==> src/rtl/tt_sweep_pkg.sv <==
// tt_sweep_pkg: shared types and constants for the truth-table sweeper.
//   sweep_state_e : FSM state encoding (IDLE, DRIVE, SAMPLE, DONE)
//   SETTLE_MAX    : largest supported per-vector hold time in cycles
//   settle_load() : clamps a SETTLE value to 1..SETTLE_MAX and returns the
//                   hold-timer preload (SETTLE-1)
package tt_sweep_pkg;

    typedef enum logic [1:0] {
        StIdle,
        StDrive,
        StSample,
        StDone
    } sweep_state_e;

    localparam int unsigned SETTLE_MAX = 15;
    localparam int unsigned SETTLE_W   = $clog2(SETTLE_MAX + 1);

    function automatic logic [SETTLE_W-1:0] settle_load(input int unsigned settle);
        logic [SETTLE_W-1:0] r;
        if (settle < 1) begin
            r = '0;
        end else if (settle > SETTLE_MAX) begin
            r = SETTLE_W'(SETTLE_MAX - 1);
        end else begin
            r = SETTLE_W'(settle - 1);
        end
        return r;
    endfunction

endpackage

==> src/rtl/tt_settle_timer.sv <==
// tt_settle_timer: hold counter for the DRIVE phase of tt_sweep.
//   clk       : clock, rising edge
//   rst_n     : asynchronous active-low reset
//   load_i    : pulse in the cycle the FSM is about to enter DRIVE
//   run_i     : high while the FSM is in DRIVE
//   expired_o : high in the last DRIVE cycle (after SETTLE cycles in DRIVE)
module tt_settle_timer
    import tt_sweep_pkg::*;
#(
    parameter int unsigned SETTLE = 1
) (
    input  logic clk,
    input  logic rst_n,
    input  logic load_i,
    input  logic run_i,
    output logic expired_o
);

    localparam logic [SETTLE_W-1:0] LoadVal = settle_load(SETTLE);
    localparam logic [SETTLE_W-1:0] CntOne  = SETTLE_W'(1);

    logic [SETTLE_W-1:0] cnt_q, cnt_d;

    // Preload SETTLE-1 so a count of zero marks the final DRIVE cycle.
    always_comb begin
        cnt_d = cnt_q;
        if (load_i) begin
            cnt_d = LoadVal;
        end else if (run_i && (cnt_q != '0)) begin
            cnt_d = cnt_q - CntOne;
        end
    end

    always_ff @(posedge clk or negedge rst_n) begin
        if (!rst_n) begin
            cnt_q <= '0;
        end else begin
            cnt_q <= cnt_d;
        end
    end

    assign expired_o = (cnt_q == '0);

endmodule

==> src/rtl/tt_sweep.sv <==
// tt_sweep: exhaustively drives every N-bit input vector to two functions
// under test and compares their outputs, reporting mismatch count, the first
// failing vector and an equivalence flag.
//   clk, rst_n          : clock (rising edge), asynchronous active-low reset
//   start, abort        : begin a sweep (IDLE only) / cancel a running sweep
//   vec_o               : input combination driven to both functions
//   fa_i, fb_i          : outputs of the two functions under comparison
//   busy, done          : sweep running (DRIVE/SAMPLE) / one-cycle completion
//   equiv               : last completed sweep had zero mismatches
//   mismatch_cnt        : mismatching vectors in the current/last sweep
//   first_fail          : lowest mismatching vector, valid when fail_valid
// Optional build macro TT_SWEEP_DONTCARE_EN adds input dc_mask[2^N-1:0];
// a mismatch at vector v is ignored when dc_mask[v] is set. Timing is
// identical either way.
module tt_sweep
    import tt_sweep_pkg::*;
#(
    parameter int unsigned N      = 4,
    parameter int unsigned SETTLE = 1
) (
    input  logic          clk,
    input  logic          rst_n,
    input  logic          start,
    input  logic          abort,
`ifdef TT_SWEEP_DONTCARE_EN
    input  logic [2**N-1:0] dc_mask,
`endif
    input  logic          fa_i,
    input  logic          fb_i,
    output logic [N-1:0]  vec_o,
    output logic          busy,
    output logic          done,
    output logic          equiv,
    output logic [N:0]    mismatch_cnt,
    output logic [N-1:0]  first_fail,
    output logic          fail_valid
);

    localparam logic [N-1:0] VecOne = N'(1);
    localparam logic [N-1:0] VecMax = '1;

    sweep_state_e state_q;
    logic [N-1:0] vec_q;
    logic [N:0]   cnt_q;
    logic [N-1:0] first_fail_q;
    logic         fail_valid_q;
    logic         equiv_q;

    logic         vec_last;
    logic         sample_mis;
    logic [N:0]   cnt_d;
    logic         timer_load;
    logic         timer_expired;

    assign vec_last = (vec_q == VecMax);

`ifdef TT_SWEEP_DONTCARE_EN
    assign sample_mis = (fa_i ^ fb_i) & ~dc_mask[vec_q];
`else
    assign sample_mis = fa_i ^ fb_i;
`endif

    // Count including the vector being sampled; equals cnt_q when it matched.
    assign cnt_d = cnt_q + {{N{1'b0}}, sample_mis};

    // Load the hold timer on every transition into DRIVE.
    assign timer_load = ((state_q == StIdle) && start && !abort) ||
                        ((state_q == StSample) && !abort && !vec_last);

    tt_settle_timer #(
        .SETTLE (SETTLE)
    ) u_settle_timer (
        .clk       (clk),
        .rst_n     (rst_n),
        .load_i    (timer_load),
        .run_i     (state_q == StDrive),
        .expired_o (timer_expired)
    );

    always_ff @(posedge clk or negedge rst_n) begin
        if (!rst_n) begin
            state_q      <= StIdle;
            vec_q        <= '0;
            cnt_q        <= '0;
            first_fail_q <= '0;
            fail_valid_q <= 1'b0;
            equiv_q      <= 1'b0;
        end else begin
            unique case (state_q)
                StIdle: begin
                    // abort wins over a same-cycle start
                    if (start && !abort) begin
                        state_q      <= StDrive;
                        vec_q        <= '0;
                        cnt_q        <= '0;
                        first_fail_q <= '0;
                        fail_valid_q <= 1'b0;
                        equiv_q      <= 1'b0;
                    end
                end
                StDrive: begin
                    if (abort) begin
                        state_q <= StIdle;
                        equiv_q <= 1'b0;
                    end else if (timer_expired) begin
                        state_q <= StSample;
                    end
                end
                StSample: begin
                    if (abort) begin
                        state_q <= StIdle;
                        equiv_q <= 1'b0;
                    end else begin
                        if (sample_mis) begin
                            cnt_q <= cnt_d;
                            if (!fail_valid_q) begin
                                first_fail_q <= vec_q;
                                fail_valid_q <= 1'b1;
                            end
                        end
                        if (vec_last) begin
                            state_q <= StDone;
                            equiv_q <= (cnt_d == '0);
                        end else begin
                            vec_q   <= vec_q + VecOne;
                            state_q <= StDrive;
                        end
                    end
                end
                StDone: begin
                    state_q <= StIdle;
                end
                default: begin
                    state_q <= StIdle;
                end
            endcase
        end
    end

    assign vec_o        = vec_q;
    assign busy         = (state_q == StDrive) || (state_q == StSample);
    assign done         = (state_q == StDone);
    assign equiv        = equiv_q;
    assign mismatch_cnt = cnt_q;
    assign first_fail   = first_fail_q;
    assign fail_valid   = fail_valid_q;

endmodule

==> config.mk <==
export PLATFORM = sky130hd
export DESIGN_NAME = tt_sweep
export DESIGN_NICKNAME = d
export VERILOG_FILES = /design/src/rtl/tt_sweep_pkg.sv /design/src/rtl/tt_settle_timer.sv /design/src/rtl/tt_sweep.sv
export SDC_FILE = /design/constraint.sdc
export NUM_CORES = 1
export LEC_CHECK = 0
export CORE_AREA = 3 3 55 57
export CTS_CLUSTER_DIAMETER = 40
export DETAILED_ROUTE_END_ITERATION = 16
export DIE_AREA = 0 0 58 60
export GPL_TIMING_DRIVEN = 0
export PLACE_DENSITY = 0.76
export SLEW_MARGIN = 10
export SYNTH_ARGS = -nofsm -noshare
export SYNTH_HDL_FRONTEND = slang
export SYNTH_HIERARCHICAL = 1
export SYNTH_SLANG_ARGS = --single-unit
export TNS_END_PERCENT = 5
==> constraint.sdc <==
create_clock -name clk -period 2.76 [get_ports clk]
set_input_delay 0.276 -clock clk [delete_from_list [all_inputs] [get_ports clk]]
set_output_delay 0.276 -clock clk [all_outputs]
set_load 0.03 [all_outputs]
==> results of run 1 <==
report_power, final:
group          switching (mW)  leakage (nW)  internal [mW]
clock network           0.101        0.0177         0.0541
registers              0.0452         0.287          0.353
logic                   0.287         0.405          0.222
total                   0.433         0.710          0.629
cells in the final DEF (no fill, tap or decap), drive strengths merged, types with 3 or more instances in the layout:
| cell type | netlist | layout |
|---|---|---|
| nor2 | 10 | 10 |
| clkdlybuf4s50 | 0 | 22 |
| a21oi | 3 | 3 |
| nand3 | 8 | 8 |
| nand2 | 14 | 14 |
| clkbuf | 1 | 4 |
| nor2b | 3 | 3 |
| mux2 | 4 | 4 |
| ha | 10 | 10 |
| dfrtp | 21 | 21 |
| nand2b | 3 | 3 |
| o311ai | 3 | 3 |
| o21ai | 8 | 8 |
| a22o | 6 | 6 |
| inv | 10 | 10 |
sequential cells by signal, summed over array words and instances (netlist names):
| register | flops |
|---|---|
| vec_o | 4 |
| state_q | 2 |
| equiv | 1 |
| fail_valid | 1 |
| u_settle_timer/cnt_q | 4 |
| first_fail | 4 |
| mismatch_cnt | 5 |
synth_stat cells, types with 2 or more instances:
| master | n |
|---|---|
| sky130_fd_sc_hd__o31ai_1 | 2 |
| sky130_fd_sc_hd__and2_1 | 2 |
| sky130_fd_sc_hd__xnor2_1 | 2 |
| sky130_fd_sc_hd__o21ai_0 | 4 |
| sky130_fd_sc_hd__nor2_1 | 10 |
| sky130_fd_sc_hd__nand2b_1 | 3 |
| sky130_fd_sc_hd__a22o_1 | 6 |
| sky130_fd_sc_hd__xor2_1 | 2 |
| sky130_fd_sc_hd__nor2b_1 | 3 |
| sky130_fd_sc_hd__a21o_1 | 2 |
| sky130_fd_sc_hd__dfrtp_1 | 21 |
| sky130_fd_sc_hd__ha_1 | 10 |
| sky130_fd_sc_hd__inv_1 | 8 |
| sky130_fd_sc_hd__a2bb2oi_1 | 2 |
| sky130_fd_sc_hd__nand2_1 | 14 |
| sky130_fd_sc_hd__o311ai_1 | 2 |
| sky130_fd_sc_hd__a21oi_1 | 3 |
| sky130_fd_sc_hd__mux2_2 | 2 |
| sky130_fd_sc_hd__inv_2 | 2 |
| sky130_fd_sc_hd__o21ai_1 | 4 |
| sky130_fd_sc_hd__nand3_1 | 8 |
cell families (layout without fill, tap and decap cells):
logic type | after synthesis | in the layout | share of synthesized area, %
adder cells (fa/ha/maj) | 10 | 10 | 9.47
buffers and inverters | 13 | 39 | 4.26
flip-flops | 21 | 21 | 39.8
AND/OR/NAND/NOR | 49 | 49 | 19.9
AO/OA/AOI/OAI | 34 | 34 | 20.3
multiplexers | 4 | 4 | 3.69
XOR/XNOR | 4 | 4 | 2.65
layer usage:
layer	track usage, %	vias up	share of wire, %
li1	-	544	-
met1	22.8	539	46
met5	0	-	0
met2	31.8	14	51
met3	2.16	2	2.2
met4	8.94	0	0.92
through the flow:
step | instances | utilization [%]
after floorplan | 135 | -
after global placement | 187 | 62.6
after detailed placement | 187 | 62.6
after CTS | 191 | 63.7
after global routing | 191 | 63.7
final | 191 | 63.7
how the worst max path moves through the flow:
stage and to:
2_1_floorplan equiv, 3_3_place_gp equiv, 3_5_place_dp equiv, 4_1_cts equiv, 5_1_grt u_settle_timer/cnt_q[1], 6_report equiv
area by class of cell:
type / count / area (um2) / share of cell area, %
Multi-Input combinational cell: 101 / 739 / 46.0
Sequential cell: 21 / 526 / 32.7
Timing Repair Buffer: 22 / 220 / 13.7
Inverter: 10 / 37.5 / 2.34
Tap cell: 30 / 37.5 / 2.34
Clock buffer: 3 / 22.5 / 1.40
Buffer: 3 / 18.8 / 1.17
Clock inverter: 1 / 5.00 / 0.312
==> results_tabular.tex, run 1 <==
\begin{tabular}{lr}
\hline
Metric & Value \\
\hline
\multicolumn{2}{l}{\textbf{Run}} \\
\quad Count of maximum capacitance violations & 0 \\
\multicolumn{2}{l}{\textbf{Pwr}} \\
\quad Post-route total power & between 1 and 1.5 mW \\
\quad Peak supply drop & between 0.4 and 0.5 mV \\
\quad Static Leakage & between 0.7 and 0.8 nW \\
\quad Power density over cell area & roughly 660 mW/mm2 \\
\multicolumn{2}{l}{\textbf{Setup path}} \\
\quad Buffer and inverter count on the worst path & 2 \\
\quad Arrival time of the worst setup path & around 2.5 ns \\
\quad Critical Path End Type & flip-flop \\
\quad Critical path class & in -> reg \\
\quad Reg-to-reg critical path endpoint & u\_settle\_timer/cnt\_q[1] \\
\quad Dominant cell type by count on the critical path & sky130\_fd\_sc\_hd\_\_ha\_1 \\
\quad Launch point of the critical path & fb\_i \\
\quad Max stage delay cell, worst path & sky130\_fd\_sc\_hd\_\_clkdlybuf4s50\_1 \\
\quad Chain of cells forming the critical path & clkdlybuf4s50\_1, xnor2\_1, inv\_2, ha\_1, ha\_1, xor2\_1, or4\_1, nor2\_1, mux2\_1 \\
\quad Category of the worst setup path launch point & input port \\
\quad Critical path data required time & 3.03 ns \\
\quad Max FO, Critical Path & 5 \\
\quad Internal reg-to-reg setup slack & $\sim$0.63 ns \\
\quad Crit-path leading delay family & buffers and inverters \\
\quad Delay of the slowest cell on the worst path & about 0.43 ns \\
\quad Number of cells on the critical path & 9 \\
\quad Cell count of the worst reg-to-reg path & 7 \\
\quad Critical R2R Launch & state\_q[0] \\
\multicolumn{2}{l}{\textbf{Timing}} \\
\quad Timing-limited maximum frequency & roughly 460 MHz \\
\quad Setup slack after layout & between 0.5 and 0.6 ns \\
\quad Fin Setup TNS & 0 ns \\
\quad Relative max-transition margin & between 30\% and 40\% \\
\quad Slew of the pin with the lowest slew margin & between 0.9 and 1 ns \\
\quad Setup repair after global routing missed its margin & no \\
\quad Hold WS & $\sim$0.47 ns \\
\quad Final Hold Vio Count & 0 \\
\quad Clock period minus worst slack & about 2.2 ns \\
\quad Largest clock skew in the final design & approximately 0.015 ns \\
\quad Final Setup Violations & 0 \\
\quad Share of the clock period used by the worst path & between 70\% and 80\% \\
\quad Final count of pins violating max slew & 0 \\
\multicolumn{2}{l}{\textbf{Floorplan}} \\
\quad DIE AREA & 0.00348 mm2 \\
\quad Rows & 18 \\
\quad Starting density of the core & between 50\% and 60\% \\
\quad Total core area & approximately 0.0025 mm2 \\
\quad Die Span Y & around 60 um \\
\quad Chip width & $\sim$58 um \\
\quad Io pins & 23 \\
\multicolumn{2}{l}{\textbf{Clock tree}} \\
\quad Maximum count of clock buffers along a single path & 2 \\
\quad Cells resized by post-CTS repair & 0 \\
\quad Setup fix buffers added after clock tree synthesis & 0 \\
\quad Worst-path clk slew & approximately 0.13 ns \\
\quad Clock root cell & sky130\_fd\_sc\_hd\_\_clkbuf\_4 \\
\quad Clk\_lat worst skew & 0.31 ns \\
\quad Cts bufs inserted & 3 \\
\quad Max H-tree Level & 1 \\
\quad Hold buffer count at CTS & 0 \\
\quad TritonCTS clock tree & yes \\
\quad Count of clock tree sinks & 21 \\
\multicolumn{2}{l}{\textbf{Detailed routing}} \\
\quad Total length of routed wires & between 2000 and 3000 um \\
\quad Vias per cell & between 5 and 6 \\
\quad Total vias in the final route & 1099 \\
\quad Count of nets left with antenna violations after detail routing & 0 \\
\quad WL/cell & 14.2 um \\
\quad Residual DRC count & 0 \\
\quad Initial DRC Count & 40 \\
\quad Number of detailed-route iterations in the first pass & 4 \\
\multicolumn{2}{l}{\textbf{Synth}} \\
\quad Area fraction of the dominant cell type after synthesis & 39.8\% \\
\quad Synth top area cells & sky130\_fd\_sc\_hd\_\_dfrtp\_1 (40\%), sky130\_fd\_sc\_hd\_\_ha\_1 (9.5\%), sky130\_fd\_sc\_hd\_\_nand2\_1 (4.0\%) \\
\quad Post-synthesis cell count & $\sim$140 \\
\quad Number of warnings issued by yosys & 6 \\
\quad Post-synth ARST share & 100\% \\
\quad Count of flip-flops with a built-in enable after synthesis & 0 \\
\quad Synth Area per Inst & 9.79 um2 \\
\quad Synth unique cells & between 40 and 50 \\
\quad Post-Synthesis Cell Area & 0.00132 mm2 \\
\quad Primary FF master, synth & sky130\_fd\_sc\_hd\_\_dfrtp\_1 \\
\quad Sequential share of the synthesized area & 39.8\% \\
\quad Cell type contributing the most total cell area after synthesis & sky130\_fd\_sc\_hd\_\_dfrtp\_1 \\
\quad Synthesis-stage register bit count & 21 \\
\quad Total nets after synthesis & approximately 150 \\
\multicolumn{2}{l}{\textbf{Cells and area}} \\
\quad Share of post-route cells with drive strength above 1 & between 10\% and 20\% \\
\quad Number of antenna repair diodes & 0 \\
\quad NumNets Final & approximately 180 \\
\quad Fill cell total of the finished layout & 215 \\
\quad Post-route cell area & 0.00161 mm2 \\
\quad Synthesis-to-layout area growth & 21.6\% \\
\multicolumn{2}{l}{\textbf{GRT}} \\
\quad Number of global-route vias before repair & $\sim$1100 \\
\quad Antenna violations before repair & 0 \\
\quad Total overflow reported by the global router & 0 \\
\quad Largest net degree at the start of global routing & 22 \\
\quad Global-route wire length before repair & 4890 um \\
\quad Total global routing track utilization & a little under a fifth \\
\multicolumn{2}{l}{\textbf{Placement}} \\
\quad Setup slack at placement & approximately 0.27 ns \\
\quad HPWL after DPL & $\sim$2000 um \\
\quad Placer's final routability congestion estimate & $\sim$0.8 \\
\quad Buffers added on ports & 22 \\
\quad Post-Place Cell Area & about 0.0016 mm2 \\
\multicolumn{2}{l}{\textbf{Outcome}} \\
\quad Status & completed \\
\multicolumn{2}{l}{\textbf{Min path}} \\
\quad Hold Path Class & in -> async \\
\hline
\end{tabular}
Power figures use the tool's default switching activity.
==> inputs of run 2 (changes only) <==
==> constraint.sdc (replaced) <==
create_clock -name clk -period 2.28 [get_ports clk]
set_input_delay 0.228 -clock clk [delete_from_list [all_inputs] [get_ports clk]]
set_output_delay 0.228 -clock clk [all_outputs]
set_load 0.03 [all_outputs]
==> run 2 against run 1 <==
Sequential cell count unchanged. Sequential power rose by 21%. Via count is 0.27% lower.
==> results_tabular.tex, run 2 (synthesis gave the netlist of run 1 again) <==
\begin{tabular}{lr}
\hline
Metric & Value \\
\hline
\multicolumn{2}{l}{\textbf{Outcome}} \\
\quad Status & completed \\
\multicolumn{2}{l}{\textbf{Detailed routing}} \\
\quad Initial DRC Count & 39 (-2.5\%) \\
\quad WL/cell & 14.2 um (-0.51\%) \\
\quad Post-route met1 wirelength & 1250 um (-0.87\%) \\
\quad Vias per cell & 5.74 (-0.27\%) \\
\quad Total vias in the final route & 1096 (-0.27\%) \\
\quad Met3 wire length & 64 um (+6.7\%) \\
\quad Detail Route met2 WL & 1370 um (-0.51\%) \\
\quad Total length of routed wires & 2710 um (-0.51\%) \\
\quad Residual DRC count & 0 (unchanged) \\
\quad Count of nets left with antenna violations after detail routing & 0 (unchanged) \\
\quad Uppermost signal routing layer after detailed routing & met4 \\
\quad Number of detailed-route iterations in the first pass & 4 (unchanged) \\
\multicolumn{2}{l}{\textbf{Pwr}} \\
\quad Post-route total power & 1.29 mW (+21\%) \\
\quad Power density over cell area & 801 mW/mm2 (+21\%) \\
\quad Static Leakage & 0.710 nW (about the same) \\
\quad Peak supply drop & 0.509 mV (+21\%) \\
\multicolumn{2}{l}{\textbf{Clock tree}} \\
\quad Cells resized by post-CTS repair & 0 (unchanged) \\
\quad Max H-tree Level & 1 (unchanged) \\
\quad TritonCTS clock tree & yes \\
\quad Maximum count of clock buffers along a single path & 2 (unchanged) \\
\quad Hold buffer count at CTS & 0 (unchanged) \\
\quad Cts bufs inserted & 3 (unchanged) \\
\quad Worst-path clk slew & 0.13 ns (about the same) \\
\quad Count of clock tree sinks & 21 (unchanged) \\
\quad Setup fix buffers added after clock tree synthesis & 0 (unchanged) \\
\quad Clock root cell & sky130\_fd\_sc\_hd\_\_clkbuf\_4 \\
\quad Clk\_lat worst skew & 0.31 ns (about the same) \\
\multicolumn{2}{l}{\textbf{Cells and area}} \\
\quad NumNets Final & 178 (unchanged) \\
\quad Fill cell total of the finished layout & 215 (unchanged) \\
\quad Max reg flops & 5 (unchanged) \\
\quad Number of antenna repair diodes & 0 (unchanged) \\
\quad Post-route cell area & 0.00161 mm2 (+0.16\%) \\
\quad Commonest non-fill, non-tap cell in the layout & sky130\_fd\_sc\_hd\_\_clkdlybuf4s50\_1 \\
\quad Share of post-route cells with drive strength above 1 & 11.2\% (+0.62 points) \\
\quad Synthesis-to-layout area growth & 21.8\% \\
\quad Most frequent cells in the layout & sky130\_fd\_sc\_hd\_\_clkdlybuf4s50\_1 (22), sky130\_fd\_sc\_hd\_\_dfrtp\_1 (21), sky130\_fd\_sc\_hd\_\_nand2\_1 (14), sky130\_fd\_sc\_hd\_\_ha\_1 (10), sky130\_fd\_sc\_hd\_\_nor2\_1 (9) \\
\multicolumn{2}{l}{\textbf{Setup path}} \\
\quad Dominant cell type by count on the critical path & sky130\_fd\_sc\_hd\_\_ha\_1 \\
\quad Critical Path End Type & flip-flop \\
\quad Max stage delay cell, worst path & sky130\_fd\_sc\_hd\_\_clkdlybuf4s50\_1 \\
\quad Crit-path leading delay family & buffers and inverters \\
\quad Critical path data required time & 2.55 ns (-0.48 ns) \\
\quad Buffer and inverter count on the worst path & 2 (unchanged) \\
\quad Arrival time of the worst setup path & 2.41 ns (-0.05 ns) \\
\quad Chain of cells forming the critical path & clkdlybuf4s50\_1, xnor2\_1, inv\_2, ha\_1, ha\_1, xor2\_1, or4\_1, nor2\_1, mux2\_1 \\
\quad Category of the worst setup path launch point & input port \\
\quad Critical path class & in -> reg \\
\quad Max FO, Critical Path & 5 (unchanged) \\
\quad Delay of the slowest cell on the worst path & 0.43 ns (about the same) \\
\multicolumn{2}{l}{\textbf{Placement}} \\
\quad Placer's final routability congestion estimate & 0.815 (unchanged) \\
\quad Setup slack at placement & -0.162 ns (-0.432 ns) \\
\quad HPWL after DPL & 2050 um (unchanged) \\
\quad Buffers added on ports & 22 (unchanged) \\
\quad Post-Place Cell Area & 0.00158 mm2 (unchanged) \\
\multicolumn{2}{l}{\textbf{GRT}} \\
\quad Global-route wire length before repair & 4890 um (unchanged) \\
\quad Number of global-route vias before repair & 1113 (unchanged) \\
\quad Total overflow reported by the global router & 0 (unchanged) \\
\quad Largest net degree at the start of global routing & 22 (unchanged) \\
\quad Total global routing track utilization & 18.4\% (unchanged) \\
\quad Antenna violations before repair & 0 (unchanged) \\
\multicolumn{2}{l}{\textbf{Timing}} \\
\quad Final Setup Violations & 0 (unchanged) \\
\quad Setup repair after global routing missed its margin & no \\
\quad Share of the clock period used by the worst path & approximately 94\% \\
\quad Hold WS & 0.418 ns (-0.0497 ns) \\
\quad Final count of pins violating max slew & 0 (unchanged) \\
\quad Setup slack after layout & 0.136 ns (-0.427 ns) \\
\quad Largest clock skew in the final design & 0.0150 ns (-0.0000597 ns) \\
\quad Final Hold Vio Count & 0 (unchanged) \\
\quad Timing-limited maximum frequency & between 400 and 500 MHz \\
\quad Slew of the pin with the lowest slew margin & 0.948 ns (-0.00346 ns) \\
\quad Clock period minus worst slack & approximately 2.1 ns \\
\quad Relative max-transition margin & 36.6\% (+0.23 points) \\
\multicolumn{2}{l}{\textbf{Min path}} \\
\quad Hold Path Class & in -> async \\
\multicolumn{2}{l}{\textbf{Floorplan}} \\
\quad Chip width & 58 um (unchanged) \\
\quad Io pins & 23 (unchanged) \\
\quad Rows & 18 (unchanged) \\
\quad Total core area & 0.00252 mm2 (unchanged) \\
\quad Die Span Y & 60 um (unchanged) \\
\quad DIE AREA & 0.00348 mm2 (unchanged) \\
\quad Starting density of the core & 52.4\% (unchanged) \\
\multicolumn{2}{l}{\textbf{Run}} \\
\quad Count of maximum capacitance violations & 0 (unchanged) \\
\hline
\end{tabular}
run 2: layout make-up:
| type | instances | area, um2 | share of cell area (%) |
|---|---|---|---|
| multi-input cells | 101 | 742 | 46.1 |
| flip-flops and latches | 21 | 526 | 32.7 |
| repair buffers | 22 | 220 | 13.7 |
| inverters | 10 | 37.5 | 2.33 |
| well taps | 30 | 37.5 | 2.33 |
| clock buffers | 3 | 22.5 | 1.40 |
| plain buffers | 3 | 18.8 | 1.17 |
| clock inverters | 1 | 5.00 | 0.311 |
run 2: power by group:
group	leakage, nW	internal (mW)	switching, mW	total [mW]
Clock	0.0177	0.0655	0.122	0.188
Sequential	0.287	0.428	0.0547	0.483
Combinational	0.405	0.269	0.349	0.618
run 2: path summary, 6_finish.rpt:
check	start	slack, ns	cells after the start	endpoint
min reg2reg	equiv	0.53	1	equiv
max reg2reg	state_q[0]	0.27	7	u_settle_timer/cnt_q[1]
max in group asynchronous	rst_n	1.27	1	vec_o[1]
max	fb_i	0.14	9	equiv
min	rst_n	0.42	1	mismatch_cnt[4]
min in group clk	equiv	0.53	1	equiv
run 2: through the flow:
step | util [%] | TNS, ns | std cells
finish | 63.8 | 0 | 191
global placement | 62.6 | -0.148 | 187
floorplan | - | 0 | 135
detailed placement | 62.6 | -0.162 | 187
global route | 63.8 | 0 | 191
CTS | 63.7 | 0 | 191
run 2: metal layers:
layer  vias to the layer above  global-route usage (%)
met4                         0                    8.94
met2                        14                    31.8
li1                        544                       -
met3                         2                    2.16
met5                         -                       0
met1                       536                    22.8
